==> src/rtl/multicycle_control_fsm.sv <==
// -----------------------------------------------------------------------------
// multicycle_control_fsm
//
// Main sequencer for the multi-cycle RV32I core. Each instruction moves through
// FETCH / DECODE / EXEC / MEM / WB. In every state the block drives the datapath
// mux selects and load enables, plus a 2-bit class code for the ALU control
// decoder (00 add for load/store/address, 01 branch-sub, 10 R-type, 11 I-type).
//
// The three memory states (FETCH, MEM_RD, MEM_WR) wait on mem_ready. Each has a
// bounded wait, and running out of time sends the core to TRAP. An illegal
// opcode in DECODE also traps. TRAP is held until reset.
//
// Parameters
//   MEM_TIMEOUT    highest wait count allowed in a memory state (1..255)
//
// Ports
//   clk            core clock; every state change happens on the rising edge
//   rst            synchronous, active-high reset
//   opcode[6:0]    IR[6:0], valid from DECODE onward
//   mem_ready      memory completes the current access this cycle
//   branch_taken   comparator result, used in BRANCH
//   pc_write       PC load enable
//   pc_src         0 = ALU result (PC+4), 1 = ALUOut (branch/jump target)
//   ir_write       IR load enable
//   i_or_d         memory address select: 0 = PC, 1 = ALUOut
//   mem_read       memory read request
//   mem_write      memory write request
//   reg_write      register file write enable
//   mem_to_reg     writeback select: 00 ALUOut, 01 MDR, 10 PC (link)
//   alu_src_a      00 PC, 01 rs1, 10 old PC
//   alu_src_b      00 rs2, 01 constant 4, 10 immediate
//   alu_control    class code for the ALU control decoder
//   instr_retired  one-cycle pulse on the last cycle of a completed instruction
//   trap           high while in TRAP
//   trap_cause     01 illegal opcode, 10 memory timeout, 00 none
//   state_dbg      current state encoding
// -----------------------------------------------------------------------------
module multicycle_control_fsm #(
  parameter int unsigned MEM_TIMEOUT = 15
) (
  input  logic       clk,
  input  logic       rst,
  input  logic [6:0] opcode,
  input  logic       mem_ready,
  input  logic       branch_taken,
  output logic       pc_write,
  output logic       pc_src,
  output logic       ir_write,
  output logic       i_or_d,
  output logic       mem_read,
  output logic       mem_write,
  output logic       reg_write,
  output logic [1:0] mem_to_reg,
  output logic [1:0] alu_src_a,
  output logic [1:0] alu_src_b,
  output logic [1:0] alu_control,
  output logic       instr_retired,
  output logic       trap,
  output logic [1:0] trap_cause,
  output logic [3:0] state_dbg
);

  typedef enum logic [3:0] {
    S_FETCH    = 4'd0,
    S_DECODE   = 4'd1,
    S_EXEC_R   = 4'd2,
    S_EXEC_I   = 4'd3,
    S_MEM_ADDR = 4'd4,
    S_MEM_RD   = 4'd5,
    S_MEM_WB   = 4'd6,
    S_MEM_WR   = 4'd7,
    S_ALU_WB   = 4'd8,
    S_BRANCH   = 4'd9,
    S_JAL      = 4'd10,
    S_TRAP     = 4'd15
  } state_t;

  localparam logic [6:0] OP_R_TYPE = 7'b0110011;
  localparam logic [6:0] OP_I_TYPE = 7'b0010011;
  localparam logic [6:0] OP_LOAD   = 7'b0000011;
  localparam logic [6:0] OP_STORE  = 7'b0100011;
  localparam logic [6:0] OP_BRANCH = 7'b1100011;
  localparam logic [6:0] OP_JAL    = 7'b1101111;

  localparam logic [1:0] CAUSE_NONE    = 2'b00;
  localparam logic [1:0] CAUSE_ILLEGAL = 2'b01;
  localparam logic [1:0] CAUSE_TIMEOUT = 2'b10;

  localparam logic [7:0] TIMEOUT_LIMIT = 8'(MEM_TIMEOUT);

  state_t     state, state_next;
  logic [7:0] wait_cnt;
  logic [1:0] cause_q, cause_next;
  logic       mem_wait_state;
  logic       timed_out;

  // The wait counter only moves while a memory state is stalled. It goes back
  // to zero whenever the state changes, which covers every entry into a wait.
  assign mem_wait_state = (state == S_FETCH) || (state == S_MEM_RD) || (state == S_MEM_WR);
  // If mem_ready arrives in the same cycle the limit is reached, the access
  // completes normally.
  assign timed_out      = mem_wait_state && !mem_ready && (wait_cnt == TIMEOUT_LIMIT);
  assign state_dbg      = state;

  // NOTE: state registers use non-blocking assignments so every flop samples
  // the pre-edge values; blocking here would create order-dependent races.
  always_ff @(posedge clk) begin
    if (rst) begin
      state    <= S_FETCH;
      wait_cnt <= '0;
      cause_q  <= CAUSE_NONE;
    end else begin
      state   <= state_next;
      cause_q <= cause_next;
      if (state_next != state) begin
        wait_cnt <= '0;
      end else if (mem_wait_state && !mem_ready) begin
        wait_cnt <= wait_cnt + 8'd1;
      end
    end
  end

  // NOTE: every output and next-state signal gets a default before the case,
  // so no path leaves a value unassigned and no latch is inferred.
  always_comb begin
    state_next    = state;
    cause_next    = cause_q;
    pc_write      = 1'b0;
    pc_src        = 1'b0;
    ir_write      = 1'b0;
    i_or_d        = 1'b0;
    mem_read      = 1'b0;
    mem_write     = 1'b0;
    reg_write     = 1'b0;
    mem_to_reg    = 2'b00;
    alu_src_a     = 2'b00;
    alu_src_b     = 2'b00;
    alu_control   = 2'b00;
    instr_retired = 1'b0;
    trap          = 1'b0;
    trap_cause    = cause_q;

    unique case (state)
      S_FETCH: begin
        mem_read  = 1'b1;
        alu_src_b = 2'b01;
        if (mem_ready) begin
          // Instruction load and PC+4 update happen in the completing cycle.
          ir_write   = 1'b1;
          pc_write   = 1'b1;
          state_next = S_DECODE;
        end else if (timed_out) begin
          state_next = S_TRAP;
          cause_next = CAUSE_TIMEOUT;
        end
      end

      S_DECODE: begin
        // Branch/jump target (old PC + imm) is computed into ALUOut here.
        alu_src_a = 2'b10;
        alu_src_b = 2'b10;
        case (opcode)
          OP_R_TYPE:          state_next = S_EXEC_R;
          OP_I_TYPE:          state_next = S_EXEC_I;
          OP_LOAD, OP_STORE:  state_next = S_MEM_ADDR;
          OP_BRANCH:          state_next = S_BRANCH;
          OP_JAL:             state_next = S_JAL;
          default: begin
            state_next = S_TRAP;
            cause_next = CAUSE_ILLEGAL;
          end
        endcase
      end

      S_EXEC_R: begin
        alu_src_a   = 2'b01;
        alu_control = 2'b10;
        state_next  = S_ALU_WB;
      end

      S_EXEC_I: begin
        alu_src_a   = 2'b01;
        alu_src_b   = 2'b10;
        alu_control = 2'b11;
        state_next  = S_ALU_WB;
      end

      S_ALU_WB: begin
        reg_write     = 1'b1;
        instr_retired = 1'b1;
        state_next    = S_FETCH;
      end

      S_MEM_ADDR: begin
        alu_src_a  = 2'b01;
        alu_src_b  = 2'b10;
        // opcode[5] separates stores (0100011) from loads (0000011).
        state_next = opcode[5] ? S_MEM_WR : S_MEM_RD;
      end

      S_MEM_RD: begin
        mem_read = 1'b1;
        i_or_d   = 1'b1;
        if (mem_ready) begin
          state_next = S_MEM_WB;
        end else if (timed_out) begin
          state_next = S_TRAP;
          cause_next = CAUSE_TIMEOUT;
        end
      end

      S_MEM_WR: begin
        mem_write = 1'b1;
        i_or_d    = 1'b1;
        if (mem_ready) begin
          instr_retired = 1'b1;
          state_next    = S_FETCH;
        end else if (timed_out) begin
          state_next = S_TRAP;
          cause_next = CAUSE_TIMEOUT;
        end
      end

      S_MEM_WB: begin
        reg_write     = 1'b1;
        mem_to_reg    = 2'b01;
        instr_retired = 1'b1;
        state_next    = S_FETCH;
      end

      S_BRANCH: begin
        alu_src_a     = 2'b01;
        alu_control   = 2'b01;
        pc_write      = branch_taken;
        pc_src        = 1'b1;
        instr_retired = 1'b1;
        state_next    = S_FETCH;
      end

      S_JAL: begin
        reg_write     = 1'b1;
        mem_to_reg    = 2'b10;
        pc_write      = 1'b1;
        pc_src        = 1'b1;
        instr_retired = 1'b1;
        state_next    = S_FETCH;
      end

      S_TRAP: begin
        trap = 1'b1;
      end

      default: state_next = S_FETCH;
    endcase

    // While reset is held, every output shows its reset value. This keeps an
    // interrupted store or writeback from completing in the reset cycle.
    if (rst) begin
      pc_write      = 1'b0;
      pc_src        = 1'b0;
      ir_write      = 1'b0;
      i_or_d        = 1'b0;
      mem_read      = 1'b0;
      mem_write     = 1'b0;
      reg_write     = 1'b0;
      mem_to_reg    = 2'b00;
      alu_src_a     = 2'b00;
      alu_src_b     = 2'b00;
      alu_control   = 2'b00;
      instr_retired = 1'b0;
      trap          = 1'b0;
      trap_cause    = CAUSE_NONE;
    end
  end

endmodule

==> config.mk <==
export PLATFORM = sky130hd
export DESIGN_NAME = multicycle_control_fsm
export DESIGN_NICKNAME = d
export VERILOG_FILES = /design/src/rtl/multicycle_control_fsm.sv
export SDC_FILE = /design/constraint.sdc
export NUM_CORES = 1
export LEC_CHECK = 0
export CAP_MARGIN = 20
export CORE_MARGIN = 2
export CORE_UTILIZATION = 40
export DETAILED_ROUTE_END_ITERATION = 8
export DONT_BUFFER_PORTS = 1
export HOLD_SLACK_MARGIN = 0.02
export PLACE_DENSITY = 0.54
export SLEW_MARGIN = 20
export SYNTH_ARGS = -nofsm -noshare
export SYNTH_HDL_FRONTEND = slang
export SYNTH_SLANG_ARGS = --single-unit
==> constraint.sdc <==
create_clock -name clk -period 5.9 [get_ports clk]
set_clock_uncertainty 0.05 [all_clocks]
set_input_delay 1.18 -clock clk [delete_from_list [all_inputs] [get_ports clk]]
set_output_delay 1.18 -clock clk [all_outputs]
set_load 0.01 [all_outputs]
==> flow_summary.html, run 1 <==
<table>
<tr><th>Metric</th><th>Value</th></tr>
<tr><th colspan="2">STA</th></tr>
<tr><td>Setup TNS</td><td>0 ns</td></tr>
<tr><td>Fmax</td><td>291.2 MHz</td></tr>
<tr><td>Final count of negative-setup-slack endpoints</td><td>0</td></tr>
<tr><td>Transition time at the pin with the least slew margin</td><td>0.8551 ns</td></tr>
<tr><td>Portion of the clock cycle consumed by the worst path in the final layout</td><td>0.5820</td></tr>
<tr><td>Min cycle time layout</td><td>3.434 ns</td></tr>
<tr><td>Relative slew margins</td><td>0.4292</td></tr>
<tr><td>Tightest hold margin</td><td>0.4481 ns</td></tr>
<tr><td>Final number of hold-violating endpoints</td><td>0</td></tr>
<tr><td>Final max-slew violation count</td><td>0</td></tr>
<tr><td>RSZ-0062 raised after global routing</td><td>no</td></tr>
<tr><th colspan="2">Finish</th></tr>
<tr><td>Non-filler cells, final</td><td>209</td></tr>
<tr><td>Count of filler cells inserted in the layout</td><td>338</td></tr>
<tr><td>Most frequent cells in the layout</td><td>21 x nor3_1, 17 x nand2_1, 14 x dfxtp_1, 13 x nor2_1</td></tr>
<tr><td>Share of final-layout standard cells stronger than drive strength 1</td><td>0.1212</td></tr>
<tr><td>Commonest non-fill, non-tap cell in the layout</td><td>nor3_1</td></tr>
<tr><td>Area growth syn-to-layout</td><td>2.229%</td></tr>
<tr><td>Final net count</td><td>179</td></tr>
<tr><td>Area of all placed cells without fillers</td><td>0.001320 mm²</td></tr>
<tr><td>Number of antenna diodes</td><td>0</td></tr>
<tr><th colspan="2">Power and ir drop</th></tr>
<tr><td>Static power due to leakage</td><td>0.3886 nW</td></tr>
<tr><td>Power per standard cell area</td><td>415.2 mW/mm²</td></tr>
<tr><td>Total Power</td><td>0.5481 mW</td></tr>
<tr><td>Worst IR drop on VDD</td><td>0.1449 mV</td></tr>
<tr><th colspan="2">Route</th></tr>
<tr><td>Final ANT Viol Nets</td><td>0</td></tr>
<tr><td>DRT Wirelength</td><td>3123 µm</td></tr>
<tr><td>Detailed router's first-iteration violation count</td><td>83</td></tr>
<tr><td>Number of vias per cell</td><td>5.967</td></tr>
<tr><td>Total vias in the final route</td><td>1,247</td></tr>
<tr><td>Number of design rule violations left after detail routing</td><td>0</td></tr>
<tr><td>First drt pass iteration count</td><td>4</td></tr>
<tr><td>Routed wirelength normalized by instance count</td><td>14.94 µm</td></tr>
<tr><th colspan="2">Synthesis</th></tr>
<tr><td>Nets in the synthesized netlist</td><td>186</td></tr>
<tr><td>Synthesized instance count</td><td>174</td></tr>
<tr><td>Leading register cell type out of synthesis</td><td>dfxtp_1</td></tr>
<tr><td>Total of flip-flops plus latches after synthesis</td><td>14</td></tr>
<tr><td>Seq/Total Area, Yosys</td><td>0.2171</td></tr>
<tr><td>Synth Warn #</td><td>0</td></tr>
<tr><td>Count of unique library cells instantiated by Yosys</td><td>47</td></tr>
<tr><td>Dominant cells by area after synthesis</td><td>dfxtp_1 22%, nor3_1 8.1%, nand2_1 4.9%, nor2_1 3.8%, nand2b_1 3.4%</td></tr>
<tr><td>Synth area leader</td><td>dfxtp_1</td></tr>
<tr><td>Top-area cell type share of the netlist area</td><td>0.2171</td></tr>
<tr><td>Post-synthesis async set-or-reset flop share</td><td>0</td></tr>
<tr><td>Number of enable flip-flop cells after synthesis</td><td>0</td></tr>
<tr><td>Average footprint of a synthesized cell</td><td>7.421 µm²</td></tr>
<tr><td>Post-synthesis cell area</td><td>0.001291 mm²</td></tr>
<tr><th colspan="2">Clocking</th></tr>
<tr><td>Clock root cell</td><td>clkbuf_4</td></tr>
<tr><td>CTS tree</td><td>yes</td></tr>
<tr><td>H-tree lvl count</td><td>1</td></tr>
<tr><td>Clock-pin slew on the worst setup and hold paths</td><td>0.09 ns</td></tr>
<tr><td>Clock latency reported for the late side of the worst-skew pair</td><td>0.28 ns</td></tr>
<tr><td>CTS Hold Bufs</td><td>0</td></tr>
<tr><td>Clock net sink count</td><td>14</td></tr>
<tr><td>Cts bufs inserted</td><td>3</td></tr>
<tr><td>Post-CTS sizing</td><td>0</td></tr>
<tr><td>Setup repair bufs after CTS</td><td>0</td></tr>
<tr><td>Number of buffers on the longest clock path</td><td>2</td></tr>
<tr><th colspan="2">Setup path</th></tr>
<tr><td>Depth of the critical timing path with buffers and inverters included</td><td>3</td></tr>
<tr><td>WS Path Type</td><td>reg -&gt; out</td></tr>
<tr><td>R2R depth</td><td>5</td></tr>
<tr><td>Slowest CP cell</td><td>dfxtp_1</td></tr>
<tr><td>Category of the worst setup path launch point</td><td>register</td></tr>
<tr><td>Critical-path maximum fanout</td><td>25</td></tr>
<tr><td>Largest stage delay on the critical path</td><td>0.86 ns</td></tr>
<tr><td>Worst Path Buf+Inv</td><td>0</td></tr>
<tr><td>CP Cell Sequence</td><td>nand2_1 -&gt; nor3_1 -&gt; a21o_1</td></tr>
<tr><td>Signal arrival time at the worst endpoint</td><td>2.20 ns</td></tr>
<tr><td>Kind of cell adding the most delay to the critical path</td><td>flip-flops</td></tr>
<tr><td>Endpoint class of the critical path</td><td>primary output</td></tr>
<tr><td>Required time of the critical path</td><td>4.67 ns</td></tr>
<tr><th colspan="2">Die</th></tr>
<tr><td>Number of cell rows</td><td>20</td></tr>
<tr><td>Die extent in y</td><td>60.82 µm</td></tr>
<tr><td>Horizontal extent of the die</td><td>60.82 µm</td></tr>
<tr><td>Total die area</td><td>0.003698 mm²</td></tr>
<tr><td>Core ar.</td><td>0.003053 mm²</td></tr>
<tr><td>Starting utilization of the core area</td><td>0.4230</td></tr>
<tr><td>Boundary Pins</td><td>34</td></tr>
<tr><th colspan="2">Global routing</th></tr>
<tr><td>Leftover overflow at the end of global routing</td><td>0</td></tr>
<tr><td>Via count of the first global-routing pass</td><td>1,052</td></tr>
<tr><td>Antenna violations before repair</td><td>0</td></tr>
<tr><td>Wire length of the first global-routing pass</td><td>5050 µm</td></tr>
<tr><td>Maximum number of pins on one net before global-route repair</td><td>26</td></tr>
<tr><td>Global Route Usage Sum</td><td>0.1775</td></tr>
<tr><th colspan="2">Worst hold path</th></tr>
<tr><td>Worst min path class</td><td>reg -&gt; reg</td></tr>
<tr><td>Number of cells on the worst hold path</td><td>2</td></tr>
<tr><th colspan="2">Placement</th></tr>
<tr><td>Total half-perimeter wirelength after legalization and detailed placement</td><td>2283 µm</td></tr>
<tr><td>Post-place instance area</td><td>0.001297 mm²</td></tr>
<tr><td>Cells after DPL</td><td>206</td></tr>
<tr><td>I/O Buffers</td><td>0</td></tr>
<tr><td>Weighted congestion reported at the end of routability-driven placement</td><td>0.8040</td></tr>
<tr><th colspan="2">Outcome</th></tr>
<tr><td>Outcome</td><td>finished clean</td></tr>
<tr><th colspan="2">Flow run</th></tr>
<tr><td>Max Cap Violations</td><td>0</td></tr>
</table>
-- where the power goes --
part | total (mW) | internal (mW) | switching (mW)
clock | 0.0535 | 0.0236 | 0.0299
combinational | 0.301 | 0.124 | 0.178
sequential | 0.193 | 0.111 | 0.0826
-- worst min-delay path, stage by stage, from the launching register on --
cell     delay [ns]
dfxtp_1        0.31
nor2_1         0.10
nor3_1         0.05
-- state kept, by name (all words and copies together) (netlist names) --
| signal | cells |
|---|---|
| wait_cnt | 8 |
| cause_q | 2 |
| state_dbg | 4 |
-- logic make-up (layout without fill, tap and decap cells) --
logic type | Yosys count | in the layout | share of synthesized area
and+or+nand+nor | 94 | 94 | 0.4128
AOI/OAI and AO/OA | 41 | 41 | 0.2500
buffers and inverters | 15 | 6 | 0.04651
DFF | 14 | 14 | 0.2171
xor gates and xnor gates | 7 | 7 | 0.04748
muxes | 2 | 2 | 0.01647
adders and majority gates | 1 | 1 | 0.009688
-- layer usage --
layer	vias up	track usage	wire (µm)
met2	40	0.2842	1386
li1	632	-	-
met4	0	0.02795	10
met3	2	0.04051	194
met1	573	0.2490	1532
met5	-	0	0
-- final timing paths --
check	from	to	slack, ns
setup / recovery	state_dbg[0]$_SDFF_PP0_	mem_read	2.47
hold / removal	cause_q[1]$_SDFFE_PP0P_	cause_q[1]$_SDFFE_PP0P_	0.45
setup reg to reg	state_dbg[0]$_SDFF_PP0_	wait_cnt[7]$_SDFFE_PP0P_	3.10
hold reg to reg	cause_q[1]$_SDFFE_PP0P_	cause_q[1]$_SDFFE_PP0P_	0.45
-- synthesized netlist by cell type, types with 3 or more instances --
| library cell | instances |
|---|---|
| o21ai_0 | 8 |
| or2_2 | 7 |
| a211oi_1 | 3 |
| clkbuf_1 | 6 |
| nor3_1 | 21 |
| o211ai_1 | 3 |
| buf_2 | 3 |
| inv_1 | 3 |
| nor4b_1 | 3 |
| a21oi_1 | 7 |
| xnor2_1 | 5 |
| nand2_1 | 17 |
| dfxtp_1 | 14 |
| a31oi_1 | 4 |
| nand3_1 | 8 |
| nor2_1 | 13 |
| buf_1 | 3 |
| nand2b_1 | 7 |
| nor2b_1 | 4 |
-- area by class of cell --
cell class | count | area, µm² | area share
multi-input cells | 145 | 950.9 | 0.7204
flip-flops and latches | 14 | 280.3 | 0.2123
well taps | 44 | 55.05 | 0.04171
clock buffers | 3 | 22.52 | 0.01706
inverters | 3 | 11.26 | 0.008531
-- metrics by stage --
stage | setup WS [ns] | util
6_report | 2.466 | 0.4324
5_1_grt | 2.229 | 0.4324
4_1_cts | 2.453 | 0.4324
3_5_place_dp | 2.764 | 0.4250
3_3_place_gp | 2.815 | 0.4250
2_1_floorplan | 2.716 | -
No activity file was read; power rests on OpenSTA's default activity.
==> run 2, diff against run 1 <==
clock period = 3.3 ns   (was 5.9 ns; I/O delays follow)
==> run 2 against run 1 <==
Compared with the run above:
- final cell count is 1.9% higher
- count of clock-buffer cells in the layout stayed put
- first-iteration DRC count is 12% lower
- global-route usage is 0.87 points higher
- routed wire length is 4.5% higher
- clock power is 80% higher
- setup slack worse by 1.8 ns
- sequential share of layout area is 0.47 points lower
- flip-flop and latch count stayed put
- via count is 4.0% higher
- die area stayed put
- critical endpoint is now ir_write
- highest routed layer unchanged
==> flow_summary.html, run 2 (synthesis gave the netlist of run 1 again) <==
<table>
<tr><th>Metric</th><th>Value</th></tr>
<tr><th colspan="2">Power and ir drop</th></tr>
<tr><td>Static power due to leakage</td><td>0.4097 nW (was 0.3886 nW)</td></tr>
<tr><td>Logic pwr share</td><td>0.637 (was 0.549)</td></tr>
<tr><td>Power share of the sequential group</td><td>0.267 (was 0.353)</td></tr>
<tr><td>Internal power contribution</td><td>0.4858 mW (was 0.2579 mW)</td></tr>
<tr><td>Power per standard cell area</td><td>748.7 mW/mm² (was 415.2 mW/mm²)</td></tr>
<tr><td>Switching portion of total power</td><td>0.5194 (was 0.5294)</td></tr>
<tr><td>Worst IR drop on VDD</td><td>0.2789 mV (was 0.1449 mV)</td></tr>
<tr><td>Power dissipated by switching net loads</td><td>0.5250 mW (was 0.2902 mW)</td></tr>
<tr><td>Clock Power Share</td><td>0.095 (was 0.098)</td></tr>
<tr><th colspan="2">Finish</th></tr>
<tr><td>Count of filler cells inserted in the layout</td><td>352 (was 338)</td></tr>
<tr><td>Area growth syn-to-layout</td><td>4.554% (was 2.229%)</td></tr>
<tr><td>Number of antenna diodes</td><td>0 (unchanged)</td></tr>
<tr><td>Register bank with the most flops</td><td>wait_cnt (unchanged)</td></tr>
<tr><td>Max reg flops</td><td>8 (unchanged)</td></tr>
<tr><td>Most frequent cells in the layout</td><td>21 x nor3_1, 17 x nand2_1, 14 x dfxtp_1, 13 x nor2_1 (unchanged)</td></tr>
<tr><td>Share of final-layout standard cells stronger than drive strength 1</td><td>0.1420 (was 0.1212)</td></tr>
<tr><td>Multi-input gate area</td><td>950.9 µm² (unchanged)</td></tr>
<tr><td>Commonest non-fill, non-tap cell in the layout</td><td>nor3_1 (unchanged)</td></tr>
<tr><td>Storage element area</td><td>280.3 µm² (unchanged)</td></tr>
<tr><td>Final net count</td><td>183 (was 179)</td></tr>
<tr><th colspan="2">Setup path</th></tr>
<tr><td>Signal arrival time at the worst endpoint</td><td>1.96 ns (was 2.20 ns)</td></tr>
<tr><td>Critical-path maximum fanout</td><td>18 (was 25)</td></tr>
<tr><td>Category of the worst setup path launch point</td><td>register (unchanged)</td></tr>
<tr><td>R2R depth</td><td>6 (was 5)</td></tr>
<tr><td>Endpoint class of the critical path</td><td>primary output (unchanged)</td></tr>
<tr><td>WS Path Type</td><td>reg -&gt; out (unchanged)</td></tr>
<tr><td>Required time of the critical path</td><td>2.59 ns (was 4.67 ns)</td></tr>
<tr><th colspan="2">Clocking</th></tr>
<tr><td>Clock net sink count</td><td>14 (unchanged)</td></tr>
<tr><td>CTS tree</td><td>yes (unchanged)</td></tr>
<tr><td>Clock latency reported for the late side of the worst-skew pair</td><td>0.28 ns (about the same)</td></tr>
<tr><td>CTS Hold Bufs</td><td>0 (unchanged)</td></tr>
<tr><td>Number of buffers on the longest clock path</td><td>2 (unchanged)</td></tr>
<tr><td>Setup repair bufs after CTS</td><td>0 (unchanged)</td></tr>
<tr><td>Cts bufs inserted</td><td>3 (unchanged)</td></tr>
<tr><td>Clock-pin slew on the worst setup and hold paths</td><td>0.08 ns (was 0.09 ns)</td></tr>
<tr><td>H-tree lvl count</td><td>1 (unchanged)</td></tr>
<tr><td>Post-CTS sizing</td><td>0 (unchanged)</td></tr>
<tr><td>Clock root cell</td><td>clkbuf_4 (unchanged)</td></tr>
<tr><th colspan="2">STA</th></tr>
<tr><td>Tightest hold margin</td><td>0.3878 ns (was 0.4481 ns)</td></tr>
<tr><td>Relative slew margins</td><td>0.5509 (was 0.4292)</td></tr>
<tr><td>Portion of the clock cycle consumed by the worst path in the final layout</td><td>0.8104</td></tr>
<tr><td>Final number of hold-violating endpoints</td><td>0 (unchanged)</td></tr>
<tr><td>Final max-slew violation count</td><td>0 (unchanged)</td></tr>
<tr><td>Transition time at the pin with the least slew margin</td><td>0.6685 ns (was 0.8551 ns)</td></tr>
<tr><td>Min cycle time layout</td><td>2.674 ns</td></tr>
<tr><td>RSZ-0062 raised after global routing</td><td>no (unchanged)</td></tr>
<tr><td>Fmax</td><td>373.9 MHz</td></tr>
<tr><td>Setup TNS</td><td>0 ns (unchanged)</td></tr>
<tr><td>Final count of negative-setup-slack endpoints</td><td>0 (unchanged)</td></tr>
<tr><th colspan="2">Worst hold path</th></tr>
<tr><td>Worst min path class</td><td>in -&gt; reg (was reg -&gt; reg)</td></tr>
<tr><td>Number of cells on the worst hold path</td><td>1 (was 2)</td></tr>
<tr><th colspan="2">Global routing</th></tr>
<tr><td>Antenna violations before repair</td><td>0 (unchanged)</td></tr>
<tr><td>Maximum number of pins on one net before global-route repair</td><td>25 (was 26)</td></tr>
<tr><td>Via count of the first global-routing pass</td><td>1,166 (was 1,052)</td></tr>
<tr><td>Global Route Usage Sum</td><td>0.1863 (was 0.1775)</td></tr>
<tr><td>Wire length of the first global-routing pass</td><td>5209 µm (was 5050 µm)</td></tr>
<tr><td>Leftover overflow at the end of global routing</td><td>0 (unchanged)</td></tr>
<tr><th colspan="2">Die</th></tr>
<tr><td>Boundary Pins</td><td>34 (unchanged)</td></tr>
<tr><td>Horizontal extent of the die</td><td>60.82 µm (unchanged)</td></tr>
<tr><td>Total die area</td><td>0.003698 mm² (unchanged)</td></tr>
<tr><td>Core ar.</td><td>0.003053 mm² (unchanged)</td></tr>
<tr><td>Die extent in y</td><td>60.82 µm (unchanged)</td></tr>
<tr><td>Starting utilization of the core area</td><td>0.4230 (unchanged)</td></tr>
<tr><td>Number of cell rows</td><td>20 (unchanged)</td></tr>
<tr><th colspan="2">Route</th></tr>
<tr><td>Total vias in the final route</td><td>1,297 (was 1,247)</td></tr>
<tr><td>Metal-1 WL</td><td>1567 µm (was 1532 µm)</td></tr>
<tr><td>Final ANT Viol Nets</td><td>0 (unchanged)</td></tr>
<tr><td>Amount of wire on met3 after detailed routing</td><td>171 µm (was 194 µm)</td></tr>
<tr><td>Number of vias per cell</td><td>6.089 (was 5.967)</td></tr>
<tr><td>Met2 WL</td><td>1514 µm (was 1386 µm)</td></tr>
<tr><td>Routed wirelength normalized by instance count</td><td>15.33 µm (was 14.94 µm)</td></tr>
<tr><td>Detailed router's first-iteration violation count</td><td>73 (was 83)</td></tr>
<tr><td>Number of design rule violations left after detail routing</td><td>0 (unchanged)</td></tr>
<tr><td>First drt pass iteration count</td><td>4 (unchanged)</td></tr>
<tr><td>Top routing layer in use</td><td>met4 (unchanged)</td></tr>
<tr><td>DRT Wirelength</td><td>3265 µm (was 3123 µm)</td></tr>
<tr><th colspan="2">Outcome</th></tr>
<tr><td>Outcome</td><td>finished clean (unchanged)</td></tr>
<tr><th colspan="2">Placement</th></tr>
<tr><td>Weighted congestion reported at the end of routability-driven placement</td><td>0.7701 (was 0.8040)</td></tr>
<tr><td>Total half-perimeter wirelength after legalization and detailed placement</td><td>2399 µm (was 2283 µm)</td></tr>
<tr><td>I/O Buffers</td><td>0 (unchanged)</td></tr>
<tr><th colspan="2">Flow run</th></tr>
<tr><td>Max Cap Violations</td><td>0 (unchanged)</td></tr>
</table>
==> run 2: layer usage <==
| metal | up-vias | GRT usage |
|---|---|---|
| li1 | 636 | - |
| met2 | 37 | 0.3210 |
| met3 | 2 | 0.03198 |
| met1 | 622 | 0.2490 |
| met4 | 0 | 0.02795 |
| met5 | - | 0 |
==> run 2: layout make-up <==
cell class              count  area share
flip-flops and latches     14      0.2076
clock buffers               3     0.01668
repair buffers              4     0.02224
well taps                  44     0.04078
multi-input cells         145      0.7044
inverters                   3    0.008341
==> run 2: worst max-delay path, stage by stage (launching register included) <==
cell and delay (ns):
dfxtp_1 0.51, or2_2 0.43, nor3_1 0.49, and2_1 0.26
==> run 2: worst paths after layout <==
| kind | to | slack, ns | start |
|---|---|---|---|
| worst max-delay path | ir_write | 0.63 | state_dbg[3]$_SDFF_PP0_ |
| worst min-delay path | state_dbg[2]$_SDFF_PP0_ | 0.39 | rst |
| worst max register to register | wait_cnt[7]$_SDFFE_PP0P_ | 0.74 | state_dbg[3]$_SDFF_PP0_ |
| worst min register to register | cause_q[1]$_SDFFE_PP0P_ | 0.45 | cause_q[1]$_SDFFE_PP0P_ |
==> run 2: power by group through the flow <==
| stage | Clock (mW) | Combinational, mW | Sequential (mW) |
|---|---|---|---|
| CTS | 0.0987 | 0.642 | 0.271 |
| floorplan | 0 | 0.553 | 0.237 |
| global placement | 0 | 0.629 | 0.271 |
| detailed placement | 0 | 0.639 | 0.275 |
| finish | 0.0962 | 0.644 | 0.270 |
| global route | 0.107 | 0.710 | 0.280 |
==> run 2: stage by stage <==
stage	cells	power, mW	area, µm²	worst slack (ns)	util
floorplan	174	0.7903	1291	0.9271	-
global route	213	1.097	1350	0.4964	0.4422
CTS	213	1.011	1350	0.6438	0.4422
finish	213	1.011	1350	0.6256	0.4422
global placement	210	0.9000	1328	0.8496	0.4348
detailed placement	210	0.9136	1328	0.7641	0.4348
